===== src/rtl/time_of_day_pkg.sv =====
// Shared digit limits, widths and the BCD time record for the time-of-day counter.
// Includes the BCD increment helpers used by the carry chain and set logic.
package time_of_day_pkg;

  localparam int unsigned HR_TENS_W = 2;
  localparam int unsigned TENS_W    = 3;
  localparam int unsigned ONES_W    = 4;

  localparam int unsigned SEC_TENS_MAX = 5;
  localparam int unsigned MIN_TENS_MAX = 5;
  localparam int unsigned ONES_MAX     = 9;
  localparam int unsigned HR_WRAP_TENS = 2;
  localparam int unsigned HR_WRAP_ONES = 3;

  typedef struct packed {
    logic [HR_TENS_W-1:0] hr_tens;
    logic [ONES_W-1:0]    hr_ones;
    logic [TENS_W-1:0]    min_tens;
    logic [ONES_W-1:0]    min_ones;
    logic [TENS_W-1:0]    sec_tens;
    logic [ONES_W-1:0]    sec_ones;
  } bcd_time_t;

  // Modulo-60 BCD increment on {tens, ones}; 59 wraps to 00.
  function automatic logic [TENS_W+ONES_W-1:0] bcd60_inc(input logic [TENS_W+ONES_W-1:0] v);
    logic [TENS_W-1:0] t;
    logic [ONES_W-1:0] o;
    t = v[TENS_W+ONES_W-1:ONES_W];
    o = v[ONES_W-1:0];
    if (o == ONES_W'(ONES_MAX)) begin
      o = '0;
      t = (t == TENS_W'(SEC_TENS_MAX)) ? '0 : t + TENS_W'(1);
    end else begin
      o = o + ONES_W'(1);
    end
    return {t, o};
  endfunction

  function automatic logic bcd60_is_max(input logic [TENS_W+ONES_W-1:0] v);
    return v == {TENS_W'(MIN_TENS_MAX), ONES_W'(ONES_MAX)};
  endfunction

  // Modulo-24 BCD increment on {tens, ones}; 23 wraps to 00.
  function automatic logic [HR_TENS_W+ONES_W-1:0] bcd24_inc(input logic [HR_TENS_W+ONES_W-1:0] v);
    logic [HR_TENS_W-1:0] t;
    logic [ONES_W-1:0]    o;
    t = v[HR_TENS_W+ONES_W-1:ONES_W];
    o = v[ONES_W-1:0];
    if (t == HR_TENS_W'(HR_WRAP_TENS) && o == ONES_W'(HR_WRAP_ONES)) begin
      t = '0;
      o = '0;
    end else if (o == ONES_W'(ONES_MAX)) begin
      t = t + HR_TENS_W'(1);
      o = '0;
    end else begin
      o = o + ONES_W'(1);
    end
    return {t, o};
  endfunction

endpackage


===== src/rtl/sync_edge_detect.sv =====
// Multi-flop synchroniser followed by a rising-edge detector.
// rise is high for one cycle when the synchronised level goes 0 -> 1.
module sync_edge_detect #(
  parameter int unsigned SYNC_STAGES = 2
) (
  input  logic clk_in,
  input  logic reset,
  input  logic d,
  output logic level,
  output logic rise
);

  logic [SYNC_STAGES-1:0] r_sync;
  logic                   r_prev;

  always_ff @(posedge clk_in) begin
    if (reset) begin
      r_sync <= '0;
      r_prev <= 1'b0;
    end else begin
      r_sync <= {r_sync[SYNC_STAGES-2:0], d};
      r_prev <= r_sync[SYNC_STAGES-1];
    end
  end

  assign level = r_sync[SYNC_STAGES-1];
  assign rise  = r_sync[SYNC_STAGES-1] & ~r_prev;

endmodule


===== src/rtl/time_of_day_counter.sv =====
// 24-hour BCD clock driven by the synchronised 4 Hz slow clock, with a set mode
// (minute/hour buttons) and a half-second blink flag for the display.
module time_of_day_counter
  import time_of_day_pkg::*;
#(
  parameter int unsigned TICKS_PER_SEC = 4,
  parameter int unsigned SYNC_STAGES   = 2
) (
  input  logic                 clk_in,
  input  logic                 reset,
  input  logic                 slow_clk_in,
  input  logic                 set_mode,
  input  logic                 inc_min,
  input  logic                 inc_hr,
  output logic [HR_TENS_W-1:0] hr_tens,
  output logic [ONES_W-1:0]    hr_ones,
  output logic [TENS_W-1:0]    min_tens,
  output logic [ONES_W-1:0]    min_ones,
  output logic [TENS_W-1:0]    sec_tens,
  output logic [ONES_W-1:0]    sec_ones,
  output logic                 sec_pulse,
  output logic                 blink
);

  localparam int unsigned PW = (TICKS_PER_SEC > 2) ? $clog2(TICKS_PER_SEC) : 1;
  localparam logic [PW-1:0] PRESC_MAX  = PW'(TICKS_PER_SEC - 1);
  localparam logic [PW-1:0] PRESC_HALF = PW'(TICKS_PER_SEC / 2);

  logic w_slow_level, w_slow_rise;
  logic w_set_level,  w_set_rise;
  logic w_min_level,  w_min_rise;
  logic w_hr_level,   w_hr_rise;
  logic [2:0] w_unused_levels;

  sync_edge_detect #(.SYNC_STAGES(SYNC_STAGES)) u_sync_slow (
    .clk_in(clk_in), .reset(reset), .d(slow_clk_in), .level(w_slow_level), .rise(w_slow_rise));
  sync_edge_detect #(.SYNC_STAGES(SYNC_STAGES)) u_sync_set (
    .clk_in(clk_in), .reset(reset), .d(set_mode), .level(w_set_level), .rise(w_set_rise));
  sync_edge_detect #(.SYNC_STAGES(SYNC_STAGES)) u_sync_min (
    .clk_in(clk_in), .reset(reset), .d(inc_min), .level(w_min_level), .rise(w_min_rise));
  sync_edge_detect #(.SYNC_STAGES(SYNC_STAGES)) u_sync_hr (
    .clk_in(clk_in), .reset(reset), .d(inc_hr), .level(w_hr_level), .rise(w_hr_rise));

  assign w_unused_levels = {w_slow_level, w_min_level, w_hr_level};

  logic [PW-1:0] r_presc;
  logic          r_set_prev;
  logic          r_sec_pulse;
  logic          r_blink;
  bcd_time_t     r_time;

  logic          w_set_fall;
  logic          w_set_edge;
  logic          w_wrap;
  logic [PW-1:0] w_presc_next;
  bcd_time_t     w_time_next;

  assign w_set_fall = ~w_set_level & r_set_prev;
  assign w_set_edge = w_set_rise | w_set_fall;
  // A set-mode transition restarts the second, so it suppresses any wrap that cycle.
  assign w_wrap     = w_slow_rise && (r_presc == PRESC_MAX) && !w_set_edge;

  always_comb begin
    w_presc_next = r_presc;
    if (w_set_edge) begin
      w_presc_next = '0;
    end else if (w_slow_rise) begin
      w_presc_next = w_wrap ? '0 : r_presc + PW'(1);
    end
  end

  // Carry chain in run mode; independent minute/hour increments in set mode.
  always_comb begin
    w_time_next = r_time;
    if (w_set_rise) begin
      w_time_next.sec_tens = '0;
      w_time_next.sec_ones = '0;
    end else if (!w_set_level && w_wrap) begin
      {w_time_next.sec_tens, w_time_next.sec_ones} = bcd60_inc({r_time.sec_tens, r_time.sec_ones});
      if (bcd60_is_max({r_time.sec_tens, r_time.sec_ones})) begin
        {w_time_next.min_tens, w_time_next.min_ones} = bcd60_inc({r_time.min_tens, r_time.min_ones});
        if (bcd60_is_max({r_time.min_tens, r_time.min_ones})) begin
          {w_time_next.hr_tens, w_time_next.hr_ones} = bcd24_inc({r_time.hr_tens, r_time.hr_ones});
        end
      end
    end
    if (w_set_level && w_min_rise) begin
      {w_time_next.min_tens, w_time_next.min_ones} = bcd60_inc({r_time.min_tens, r_time.min_ones});
    end
    if (w_set_level && w_hr_rise) begin
      {w_time_next.hr_tens, w_time_next.hr_ones} = bcd24_inc({r_time.hr_tens, r_time.hr_ones});
    end
  end

  always_ff @(posedge clk_in) begin
    if (reset) begin
      r_presc     <= '0;
      r_set_prev  <= 1'b0;
      r_sec_pulse <= 1'b0;
      r_blink     <= 1'b0;
      r_time      <= '0;
    end else begin
      r_presc     <= w_presc_next;
      r_set_prev  <= w_set_level;
      r_sec_pulse <= w_wrap;
      r_blink     <= (w_presc_next < PRESC_HALF);
      r_time      <= w_time_next;
    end
  end

  assign hr_tens   = r_time.hr_tens;
  assign hr_ones   = r_time.hr_ones;
  assign min_tens  = r_time.min_tens;
  assign min_ones  = r_time.min_ones;
  assign sec_tens  = r_time.sec_tens;
  assign sec_ones  = r_time.sec_ones;
  assign sec_pulse = r_sec_pulse;
  assign blink     = r_blink;

endmodule

===== config.mk =====
export PLATFORM = sky130hd
export DESIGN_NAME = time_of_day_counter
export DESIGN_NICKNAME = d
export VERILOG_FILES = /design/src/rtl/time_of_day_pkg.sv /design/src/rtl/sync_edge_detect.sv /design/src/rtl/time_of_day_counter.sv
export SDC_FILE = /design/constraint.sdc
export NUM_CORES = 1
export LEC_CHECK = 0
export CORE_ASPECT_RATIO = 0.5
export CORE_UTILIZATION = 36
export DETAILED_ROUTE_END_ITERATION = 16
export GPL_ROUTABILITY_DRIVEN = 0
export MAX_ROUTING_LAYER = met4
export PLACE_DENSITY_LB_ADDON = 0.15
export SETUP_SLACK_MARGIN = 0.5
export SKIP_LAST_GASP = 1
export SLEW_MARGIN = 20
export SYNTH_ARGS = -nofsm -noshare
export SYNTH_HDL_FRONTEND = slang
export SYNTH_SLANG_ARGS = --single-unit

===== constraint.sdc =====
create_clock -name clk_in -period 5.3 [get_ports clk_in]
set_clock_uncertainty 0.2 [all_clocks]
set_input_delay 1.325 -clock clk_in [delete_from_list [all_inputs] [get_ports clk_in]]
set_output_delay 1.325 -clock clk_in [all_outputs]
set_load 0.02 [all_outputs]

==> implementation parameters, run 1 <==
Parameter                              Value

Layout
  Post-synthesis to final-layout area growth    25.8%
  Final antenna diode count    0
  Commonest non-fill, non-tap cell in the layout    sky130_fd_sc_hd__dfxtp_1
  Commonest cells after routing, fill and taps aside    sky130_fd_sc_hd__dfxtp_1, sky130_fd_sc_hd__clkdlybuf4s50_1, sky130_fd_sc_hd__nor2b_1, sky130_fd_sc_hd__nor2_1, sky130_fd_sc_hd__a21oi_1
  NumNets Final    206
  Post-Route Utilization    about 49%
  Fraction of layout cells with a size suffix above 1    10.1%

Critical path
  Slowest cell on the critical path    sky130_fd_sc_hd__clkdlybuf4s50_1
  Type of element launching the critical path    register
  Cell family contributing the most delay on the critical path    buffers and inverters
  RR Startpoint    u_sync_set.r_sync[1]
  Element type at the critical path end    output port
  Delay of the slowest cell on the worst path    660 ps
  R2R Path End    hr_tens[1]
  Combined buffer and inverter count along the critical path    1
  Worst Path Max Fanout    8
  Flop2flop setup slack    2790 ps
  Cells traversed along the worst timing path    clkdlybuf4s50_1
  Worst path arrival time    about 1400 ps
  Depth of the critical timing path with buffers and inverters included    1
  Path depth of the worst reg2reg path    6
  Data required time at the worst endpoint    3770 ps
  Type of the setup path with the least slack    register to output port

Routing
  Drt pass-1 iters    4
  Antenna Nets Post-Route    0
  Average wire per standard cell    11.6 µm
  DRC errors left    0
  Via count    1225
  Final wirelength    about 2900 µm
  Starting DRT DRC Count    32
  Vias per Instance    around 4.9

Timing
  Final count of negative-setup-slack endpoints    0
  Shortest period the worst path allows    about 3000 ps
  Share of the clock period used by the worst path    55.7%
  Upper clock frequency limit    339 MHz
  Final Max Slew Viols    0
  RSZ-0062 raised after global routing    false
  Actual slew at the worst max-slew pin    565 ps
  Rel. slew slack    61.8%
  Setup TNS Final    0 ps
  Minimum hold slack    about 240 ps
  Final Hold Violating Endpoints    0

Power and ir drop
  Leakage power total    0.000747 µW
  Power per cell area    249 mW/mm²
  Peak ir drop on the vdd network    about 0.12 mV

CTS
  Cell at the root of the clock tree    sky130_fd_sc_hd__clkbuf_8
  Reg clk slew, reported paths    70 ps
  Cts bufs inserted    5
  Number of H-tree levels    2
  Worst-skew pair later-pin latency    280 ps
  Number of gates resized after CTS    0
  Total of hold buffers inserted after clock tree synthesis    0
  TritonCTS clock tree    done
  Number of buffers between clock root and the deepest sink    2
  Num Clock Sinks    36
  Buffers inserted by post-CTS timing repair    0

Global route
  Via count of the first global-routing pass    about 1100
  Grt met2 use    19.3%
  Layer with the highest usage after global routing    met1
  First-pass GRT wire length    5050 µm
  GRT met1 Usage    20.3%
  Congestion Overflow GR    0
  Largest net degree at the start of global routing    34
  Met3 track demand over resource in global routing    5.66%
  Number of antenna violations at the first check in global routing    0
  All-Layer GR Usage    roughly 14%

Synth
  Leading register cell type out of synthesis    sky130_fd_sc_hd__dfxtp_1
  Count of state elements after synthesis    36
  Post-Synthesis Cells    168
  Post-synth top area share    45.8%
  Number of distinct library cells after synthesis    41
  Warnings, synthesis    0
  Fraction of the yosys area taken by sequential cells    45.8%
  Async set or reset register ratio after synthesis    0%
  Cell types occupying the most area after synthesis    sky130_fd_sc_hd__dfxtp_1, sky130_fd_sc_hd__nor2b_1, sky130_fd_sc_hd__nor2_1
  Post-Syn Nets    roughly 180
  Most area-hungry cell type in the Yosys netlist    sky130_fd_sc_hd__dfxtp_1
  Netlist area before placement    between 0.0015 and 0.002 mm²
  Post-synth EDFFs    0
  Average instance area after synthesis    between 9 and 10 µm²

Die
  Width of the chip    95.5 µm
  Total core area    a little over 0.004 mm²
  Starting density of the core    38.9%
  Vertical die dimension    48.8 µm
  Die area    0.00466 mm²
  # IOs    28
  Core Rows    16

Hold path
  Worst min-delay path class    register to register
  Hold endpoint    u_sync_slow.r_sync[1]
  Hold path startpoint    u_sync_slow.r_sync[0]
  Min-Delay Path Depth    1

Outcome
  Status    finished clean

Placed design
  HPWL reported at the end of detailed placement    ~2000 µm
  Number of buffers added on ports    27

Run
  Maximum Capacitance Violations    0
[logic make-up (layout without fill, tap and decap cells)]
group                      after synthesis  count (layout)  share of synthesized area (%)
xor gates and xnor gates                 6               6                           3.34
and+or+nand+nor                         81              81                           31.6
muxes                                    3               3                           1.99
DFF                                     36              36                           45.8
adders and majority gates                3               3                           2.38
AOI/OAI and AO/OA                       30              30                           12.7
buffers and inverters                    9              39                           2.15
[metrics by stage]
step | area (µm²) | setup slack [ps] | power [µW] | cells
2_1_floorplan | 1570 | 3040 | 295 | 168
3_5_place_dp | 1890 | 1840 | 302 | 244
3_3_place_gp | 1890 | 1890 | 302 | 244
4_1_cts | 1990 | 2140 | 502 | 252
6_report | 1980 | 2350 | 494 | 252
5_1_grt | 1980 | 2290 | 518 | 252
[final cells by class]
class | count | area (µm²)
Sequential cell | 36 | 721
Inverter | 4 | 15.0
Fill cell | 398 | 2060
Tap cell | 54 | 67.6
Clock buffer | 6 | 82.6
Clock inverter | 2 | 10.0
Timing Repair Buffer | 27 | 265
Multi-Input combinational cell | 123 | 820
[Yosys cell counts, types with 2 or more instances]
library cell	n
sky130_fd_sc_hd__a21oi_1	12
sky130_fd_sc_hd__clkbuf_1	5
sky130_fd_sc_hd__dfxtp_1	36
sky130_fd_sc_hd__ha_1	3
sky130_fd_sc_hd__inv_1	4
sky130_fd_sc_hd__mux2i_1	2
sky130_fd_sc_hd__nand2_1	8
sky130_fd_sc_hd__nand2b_1	5
sky130_fd_sc_hd__nand3_1	4
sky130_fd_sc_hd__nand3b_1	3
sky130_fd_sc_hd__nand4_1	2
sky130_fd_sc_hd__nor2_1	17
sky130_fd_sc_hd__nor2b_1	17
sky130_fd_sc_hd__nor3_1	5
sky130_fd_sc_hd__nor3b_1	2
sky130_fd_sc_hd__o2111ai_1	2
sky130_fd_sc_hd__o21ai_0	3
sky130_fd_sc_hd__o21ai_1	6
sky130_fd_sc_hd__or2_2	2
sky130_fd_sc_hd__or3_1	4
sky130_fd_sc_hd__or3b_2	2
sky130_fd_sc_hd__xor2_1	5
[registers in the layout, summed over array words and instances, names as in the netlist]
register            count
sec_ones                4
u_sync_set.r_prev       1
u_sync_min.r_sync       2
u_sync_min.r_prev       1
r_presc                 2
min_tens                3
sec_tens                3
min_ones                4
hr_tens                 2
u_sync_hr.r_sync        2
hr_ones                 4
blink                   1
u_sync_slow.r_prev      1
sec_pulse               1
u_sync_set.r_sync       2
u_sync_slow.r_sync      2
u_sync_hr.r_prev        1
[metal layers]
layer	up-vias	share of wire, %
met2	17	41
met1	561	54
met3	0	4.8
met4	0	0
li1	647	-
met5	-	0
[how the worst max path moves through the flow]
stage	from	to	slack (ps)
floorplan	u_sync_set.r_sync[1]	hr_tens[0]	3040
global placement	reset	min_tens[2]	1890
detailed placement	reset	min_tens[2]	1840
CTS	reset	min_tens[2]	2140
global route	hr_ones[2]	hr_ones[2]	2290
finish	hr_ones[2]	hr_ones[2]	2350
[report_power, final]
part / switching [µW] / internal [µW] / total, µW
sequential: 2.17 / 275 / 277
clock: 94.7 / 104 / 198
combinational: 9.13 / 8.87 / 18.0
total: 106 / 387 / 494
Note: power is estimated with default switching activity, not from simulation.
==> inputs of run 2 (changes only) <==
- clock period: 5.3 -> 2.6 ns (I/O delays scaled with it)
==> run 2 against run 1 <==
Net effect: wire length up 5.3%; worst hold slack improved by 3.8 ps; global-route usage increased by 0.17 points; critical path depth increased by 5; via count increased by 6.1%; count of clock-buffer cells in the layout up 1; sequential share of layout area shrank 2.7 points; largest cell class unchanged; core utilization is 4.3 points higher; final cell count grew 4.8%; register-to-register slack got worse by 2300 ps; die area is the same.
==> implementation parameters, run 2 (synthesis gave the netlist of run 1 again) <==
Parameter                              Value

Outcome
  Status    finished clean

Run
  Maximum Capacitance Violations    0

Critical path
  Cells traversed along the worst timing path    ha_4 -> nand4b_4 -> or3b_4 -> o41a_1 -> o21ai_1 -> o31ai_1
  RR Startpoint    u_sync_set.r_sync[1]
  Path depth of the worst reg2reg path    6
  Flop2flop setup slack    470 ps
  Depth of the critical timing path with buffers and inverters included    6
  CP startpoint    u_sync_set.r_sync[1]
  Type of the setup path with the least slack    register to register
  Cell family contributing the most delay on the critical path    compound AO/OA/AOI/OAI gates
  Element type at the critical path end    register
  Worst setup path end    hr_tens[0]
  Slowest cell on the critical path    sky130_fd_sc_hd__or3b_4
  Worst path arrival time    2100 ps
  Worst Path Max Fanout    6
  Delay of the slowest cell on the worst path    between 400 and 500 ps
  Type of element launching the critical path    register
  Data required time at the worst endpoint    2570 ps
  R2R Path End    hr_tens[0]
  Combined buffer and inverter count along the critical path    0

Layout
  Commonest cells after routing, fill and taps aside    sky130_fd_sc_hd__dfxtp_1, sky130_fd_sc_hd__dlygate4sd2_1, sky130_fd_sc_hd__nor2b_1
  NumNets Final    about 220
  Fraction of layout cells with a size suffix above 1    20.5%
  Final cell count without fillers    264
  Fill count    395
  Post-synthesis to final-layout area growth    36.8%
  Area occupied by multi-input gates    around 900 µm²
  Commonest non-fill, non-tap cell in the layout    sky130_fd_sc_hd__dfxtp_1
  Post-Route Utilization    53.2%
  Register cell area after layout    726 µm²
  Final antenna diode count    0

Routing
  Vias per Instance    between 4 and 5
  DRC errors left    0
  Starting DRT DRC Count    26
  Drt pass-1 iters    4
  Antenna Nets Post-Route    0
  Via count    1300
  Average wire per standard cell    around 12 µm
  Final wirelength    3090 µm

Die
  Vertical die dimension    48.8 µm
  # IOs    28
  Core Rows    16
  Die area    0.00466 mm²
  Width of the chip    ~96 µm
  Starting density of the core    between 30% and 40%
  Total core area    0.00404 mm²

Timing
  Rel. slew slack    61.2%
  Shortest period the worst path allows    2130 ps
  Share of the clock period used by the worst path    82.1%
  Final count of negative-setup-slack endpoints    0
  Actual slew at the worst max-slew pin    574 ps
  RSZ-0062 raised after global routing    true
  Upper clock frequency limit    469 MHz
  Final Max Slew Viols    0
  Setup TNS Final    0 ps
  Final Hold Violating Endpoints    0

Global route
  Number of antenna violations at the first check in global routing    0
  All-Layer GR Usage    between 10% and 20%
  Via count of the first global-routing pass    1038
  Congestion Overflow GR    0
  Largest net degree at the start of global routing    17
  First-pass GRT wire length    4950 µm

CTS
  Worst-skew pair later-pin latency    280 ps
  Num Clock Sinks    36
  Reg clk slew, reported paths    70 ps
  Cell at the root of the clock tree    sky130_fd_sc_hd__clkbuf_8
  Number of buffers between clock root and the deepest sink    2
  TritonCTS clock tree    done
  Cts bufs inserted    5
  Total of hold buffers inserted after clock tree synthesis    0
  Number of H-tree levels    2

Power and ir drop
  Leakage power total    0.000944 µW
  Power per cell area    530 mW/mm²
  Peak ir drop on the vdd network    0.240 mV

Hold path
  Worst min-delay path class    register to register

Placed design
  HPWL reported at the end of detailed placement    2130 µm
  Number of buffers added on ports    27
  Cell count after placement    approximately 250
==> run 2: area by class of cell <==
cell class                 instances  share of cell area [%]
multi-input combinational        123                    40.8
inverter                           4                   0.697
clock inverter                     1                    1.39
timing repair buffer              39                    15.7
sequential                        36                    33.7
clock buffer                       7                    4.47
tap                               54                    3.14
==> run 2: power breakdown <==
part	total (µW)	leakage [µW]	switching, µW	internal (µW)
logic	45.8	0.000586	21.1	24.7
registers	564	0.000294	4.34	560
clock network	531	0.0000645	193	338
total	1140	0.000944	218	923
==> run 2: layer usage <==
layer | track usage, % | share of wire [%] | wire, µm | up-vias
li1 | - | - | - | 671
met1 | 19.8 | 52 | 1600 | 599
met2 | 19.6 | 42 | 1310 | 26
met3 | 5.66 | 5.1 | 156 | 4
met4 | 2.99 | 0.55 | 17 | 0
met5 | - | 0 | 0 | -
==> run 2: how the worst min path moves through the flow <==
stage,start,endpoint,slack (ps),cells past startpoint
2_1_floorplan,u_sync_set.r_sync[0],u_sync_set.r_sync[1],210,1
3_3_place_gp,u_sync_slow.r_sync[0],u_sync_slow.r_sync[1],220,1
3_5_place_dp,u_sync_min.r_sync[0],u_sync_min.r_sync[1],230,1
4_1_cts,u_sync_slow.r_sync[0],u_sync_slow.r_sync[1],250,1
5_1_grt,u_sync_min.r_sync[0],u_sync_min.r_sync[1],260,1
6_report,u_sync_slow.r_sync[0],u_sync_slow.r_sync[1],240,1
==> run 2: per-stage QoR <==
step                instance area, µm²  total power, µW  setup slack, ps  hold slack [ps]
floorplan                         1590              603              511              214
global placement                  1920              620              311              223
detailed placement                1920              620              295              229
CTS                               2080             1160              370              248
global route                      2150             1190              366              264
finish                            2150             1140              466              241
==> run 2: worst reg2reg max path, stage by stage, from the launching register on <==
cell and delay, ps:
sky130_fd_sc_hd__dfxtp_4 360, sky130_fd_sc_hd__ha_4 280, sky130_fd_sc_hd__nand4b_4 100, sky130_fd_sc_hd__or3b_4 420, sky130_fd_sc_hd__o41a_1 420, sky130_fd_sc_hd__o21ai_1 160
sky130_fd_sc_hd__o31ai_1 90
==> run 2: what timing repair did <==
action / in CTS / in global routing
gates resized for setup: 25 / 9
setup endpoints to repair: 29 / 13
buffers inserted: 5 / 5
pin swaps: 6 / 11
